==> src/rtl/rr_mux4_arbiter.sv <==
// Round-robin arbiter sharing one 4:1 mux among four requesters; the captured
// word is presented downstream on a valid/ready handshake.
module rr_mux4_arbiter #(
  parameter int unsigned WIDTH = 32,
  parameter int unsigned CNT_W = 16
) (
  input  logic             clk,
  input  logic             reset,
  input  logic [3:0]       req,
  input  logic [WIDTH-1:0] d0,
  input  logic [WIDTH-1:0] d1,
  input  logic [WIDTH-1:0] d2,
  input  logic [WIDTH-1:0] d3,
  output logic [3:0]       gnt,
  output logic [1:0]       sel,
  output logic             out_valid,
  output logic [WIDTH-1:0] out_data,
  input  logic             out_ready,
  output logic [CNT_W-1:0] xfer_cnt
);

  typedef enum logic {IDLE, BUSY} state_t;

  state_t           state, state_n;
  logic [1:0]       ptr, ptr_n, sel_n, winner, idx;
  logic [3:0]       elig, gnt_n;
  logic             found, capture, accept;
  logic [WIDTH-1:0] dmux, data_n;
  logic [CNT_W-1:0] cnt_n;

  // A requester holding its gnt pulse is excluded so it is not granted twice
  // for the same word.
  always_comb begin
    elig   = req & ~gnt;
    winner = '0;
    found  = 1'b0;
    idx    = '0;
    for (int unsigned k = 0; k < 4; k++) begin
      idx = ptr + 2'(k);
      if (!found && elig[idx]) begin
        winner = idx;
        found  = 1'b1;
      end
    end
  end

  always_comb begin
    case (winner)
      2'd0:    dmux = d0;
      2'd1:    dmux = d1;
      2'd2:    dmux = d2;
      default: dmux = d3;
    endcase
  end

  assign accept  = (state == BUSY) && out_ready;
  assign capture = found && ((state == IDLE) || out_ready);

  always_comb begin
    state_n = state;
    ptr_n   = ptr;
    sel_n   = sel;
    data_n  = out_data;
    gnt_n   = '0;
    cnt_n   = xfer_cnt;
    if (accept) begin
      cnt_n = xfer_cnt + 1'b1;
    end
    if (capture) begin
      state_n = BUSY;
      sel_n   = winner;
      data_n  = dmux;
      gnt_n   = 4'b0001 << winner;
      ptr_n   = winner + 2'd1;
    end else if (accept) begin
      state_n = IDLE;
    end
  end

  always_ff @(posedge clk or posedge reset) begin
    if (reset) begin
      state    <= IDLE;
      ptr      <= '0;
      sel      <= '0;
      gnt      <= '0;
      out_data <= '0;
      xfer_cnt <= '0;
    end else begin
      state    <= state_n;
      ptr      <= ptr_n;
      sel      <= sel_n;
      gnt      <= gnt_n;
      out_data <= data_n;
      xfer_cnt <= cnt_n;
    end
  end

  assign out_valid = (state == BUSY);

endmodule

==> config.mk <==
export PLATFORM = sky130hd
export DESIGN_NAME = rr_mux4_arbiter
export DESIGN_NICKNAME = d
export VERILOG_FILES = /design/src/rtl/rr_mux4_arbiter.sv
export SDC_FILE = /design/constraint.sdc
export NUM_CORES = 1
export LEC_CHECK = 0
export ABC_AREA = 1
export BUFFER_PORTS_ARGS = -buffer_cell sky130_fd_sc_hd__buf_2
export CORE_ASPECT_RATIO = 1.25
export CORE_MARGIN = 4
export CORE_UTILIZATION = 40
export DETAILED_ROUTE_END_ITERATION = 7
export PLACE_DENSITY_LB_ADDON = 0.15
export SYNTH_ARGS = -nofsm -noshare
export SYNTH_HDL_FRONTEND = slang
export SYNTH_SLANG_ARGS = --single-unit
==> constraint.sdc <==
create_clock -name clk -period 6.4 [get_ports clk]
set_clock_uncertainty 0.1 [all_clocks]
set_input_delay 0.64 -clock clk [delete_from_list [all_inputs] [get_ports clk]]
set_output_delay 0.64 -clock clk [all_outputs]
set_load 0.02 [all_outputs]
==> flow_summary.yaml <==
status:
  outcome: "completed"
timing:
  rsz0062_at_grt: "no"
  slew_violations: 0
  final-hold-violation-count: 0
  worstMarginPinSlew_ps: 1150
  worst_slack_ps: 3110
  setup-tns-final_ps: 0
  setup_violations: 0
  final.period_utilization_pct: 51.5
  finalCriticalPeriod_ps: 3290
  hold_worst_slack_ps: 44.1
  slew-limit-headroom_pct: 23.2
  timing.fmax_mhz: 304
logic_synthesis:
  synth_area_leader_cell: "sky130_fd_sc_hd__dfrtp_1"
  syn-num-nets: 603
  synth_top_area_share_pct: 38.9
  yosys-top-cells-area: "sky130_fd_sc_hd__dfrtp_1 39%, sky130_fd_sc_hd__nand2_1 14%, sky130_fd_sc_hd__a32o_1 8.7%"
  yosysUniqueCellTypes: 26
  synth.yosys.seq_area_share_pct: 38.9
  synth.avg_cell_area_um2: 7.94
  syn-instance-count: 462
  synthesis.area_mm2: 0.00367
  ys_warn_count: 0
  postSynthRegisterBits: 57
finish:
  share_of_cells_above_drive_strength_1_pct: 39.5
  fill_cells: 899
  antennaDiodeCount: 0
  finalNonFillerCells: 761
  layout.area.seq_mm2: 0.00143
  multiInputGateArea_mm2: 0.00187
  final_nets: 780
  area_growth_syn_to_layout_pct: 30.3
clock_tree:
  clk_latency_ps: 330
  clk_pin_slew_worst_paths_ps: 60
  clock_tree.htree_level_count: 3
  root_buffer: "sky130_fd_sc_hd__clkbuf_8"
  clock_sinks: 57
  cts_buffers: 9
  cts_hold_buffers: 0
  post_cts_resize_count: 0
  cts_tree: "yes"
  cts_setup_buffers: 0
  cts.path.max_buffers: 2
routing:
  post_drt_wl_per_cell_um: 14.2
  vias_per_cell: 4.92
  antenna_left: 0
  route.detailed.drc: 0
  finalWirelength_um: 10800
  first_pass_iters: 5
  drt-initial-drc-count: 139
  route.vias.total: 3743
floorplan:
  chipWidth_um: 93.6
  die_area_mm2: 0.0108
  initial_utilization_pct: 41.7
  placementRows: 38
  floorplan.io_pins: 190
  die_height_um: 115
  floorplan.core_area_mm2: 0.00880
global_routing:
  global_route_wire_length_before_repair_um: 16800
  first_global_vias: 3653
  grt_start_max_net_pins: 71
  grt_use_total_pct: 19.9
  antenna_violations_before_repair: 1
  globalRouteOverflowTotal: 0
place:
  gp_congestion: 0.886
  place_hpwl_um: 8190
  placement.setup.worst_slack_ps: 3010
  dp_cells: 748
  io_buffer_count: 189
critical_path:
  critical_path_arrival_ps: 3430
  setup.worst_path.class: "reg2reg"
  critPathCaptureType: "register"
  startpoint_type: "register"
  reg2reg_depth: 13
  maximum_net_fanout_on_the_critical_path: 64
  worstPathRequired_ps: 6540
pwr:
  vdd.ir_drop.worst_v: 0.000319
  power_density_mw_per_mm2: 653
  cellLeakagePower_nw: 2.54
hold_path:
  hold_class: "in2async"
run:
  maximum_capacitance_violations: 0
layout by cell type, fill, tap and decap left out, drive strengths merged:
cell | Yosys | routed
ha | 6 | 6
nor3 | 4 | 4
nand2 | 149 | 149
dfrtp | 57 | 57
xor2 | 10 | 10
nor2 | 16 | 16
clkbuf | 18 | 12
buf | 9 | 193
nand3 | 26 | 26
clkinv | 0 | 1
nand4 | 5 | 5
xnor2 | 5 | 5
a32o | 32 | 32
o21ai | 36 | 36
a21oi | 35 | 35
inv | 54 | 54
layout make-up:
type	count	area share, %
multi-input cells	324	39.1
repair buffers	193	20.4
well taps	120	3.14
clock buffers	12	3.04
clock inverters	1	0.105
flip-flops and latches	57	29.9
inverters	54	4.30
layer usage:
metal  global-route usage (%)  part of all wire (%)  vias to the layer above
met5                        0                  0.12                        -
met4                     8.09                   2.4                        2
met3                     6.41                   7.1                       21
met2                     34.5                    50                      125
met1                     22.6                    40                     1718
li1                         -                     -                     1877
cells by family after synthesis:
kind of cell    synth area share (%)
compound gates                  21.7
xor+xnor                        3.58
fa+ha+maj                       2.05
buf+inv                         10.2
flops                           38.9
simple gates                    23.5
synth_stat cells:
master,count
sky130_fd_sc_hd__buf_1,1
sky130_fd_sc_hd__o21ai_2,32
sky130_fd_sc_hd__nor2_1,15
sky130_fd_sc_hd__ha_1,6
sky130_fd_sc_hd__nand2_1,141
sky130_fd_sc_hd__clkbuf_1,18
sky130_fd_sc_hd__nor2_2,1
sky130_fd_sc_hd__buf_8,2
sky130_fd_sc_hd__xnor2_1,5
sky130_fd_sc_hd__nand3_2,3
sky130_fd_sc_hd__dfrtp_1,57
sky130_fd_sc_hd__buf_6,6
sky130_fd_sc_hd__inv_2,1
sky130_fd_sc_hd__inv_1,52
sky130_fd_sc_hd__nor3_1,4
sky130_fd_sc_hd__a21oi_1,35
sky130_fd_sc_hd__inv_4,1
sky130_fd_sc_hd__xor2_1,10
sky130_fd_sc_hd__o21ai_1,1
sky130_fd_sc_hd__nand2_2,6
sky130_fd_sc_hd__nand4_4,1
sky130_fd_sc_hd__a32o_1,32
sky130_fd_sc_hd__o21ai_0,3
sky130_fd_sc_hd__nand4_1,4
sky130_fd_sc_hd__nand2_4,2
sky130_fd_sc_hd__nand3_1,23
path summary, 6_finish.rpt:
kind,startpoint,to,slack [ps]
worst max-delay path,ptr[0],out_data[27],3110
worst min-delay path,reset,xfer_cnt[3],40
worst max register to register,ptr[0],out_data[27],3110
worst min register to register,out_data[31],out_data[31],370
max in group asynchronous,reset,out_data[31],5280
min in group clk,out_data[31],out_data[31],370
critical path, stage by stage, from the launching register on:
cell and delay, ps:
sky130_fd_sc_hd__dfrtp_1 490, sky130_fd_sc_hd__inv_4 140, sky130_fd_sc_hd__nand3_1 160, sky130_fd_sc_hd__nand3_2 140
sky130_fd_sc_hd__nand2_4 80, sky130_fd_sc_hd__nand2_1 90, sky130_fd_sc_hd__nand2_1 50, sky130_fd_sc_hd__nand2_1 70
sky130_fd_sc_hd__nand2_1 70, sky130_fd_sc_hd__nor2_1 250, sky130_fd_sc_hd__ha_2 990, sky130_fd_sc_hd__a21oi_1 80
sky130_fd_sc_hd__a32o_1 300, sky130_fd_sc_hd__o21ai_2 130
power by group:
part | switching (mW) | leakage, nW | internal [mW]
clock | 0.132 | 0.0782 | 0.144
combinational | 1.34 | 1.75 | 0.879
sequential | 0.108 | 0.718 | 0.520
total | 1.58 | 2.54 | 1.54
registers in the layout, indices dropped and copies added (netlist names):
signal	cells
gnt	4
out_data	32
out_valid	1
ptr	2
sel	2
xfer_cnt	16
metrics by stage:
stage / cell area, µm² / util (%) / power, mW
after floorplan: 3670 / - / 2.40
after global placement: 4630 / 52.6 / 2.83
after detailed placement: 4630 / 52.6 / 2.87
after CTS: 4780 / 54.3 / 3.16
after global routing: 4780 / 54.3 / 3.40
final: 4780 / 54.3 / 3.12
(Power assumes the default switching activity.)
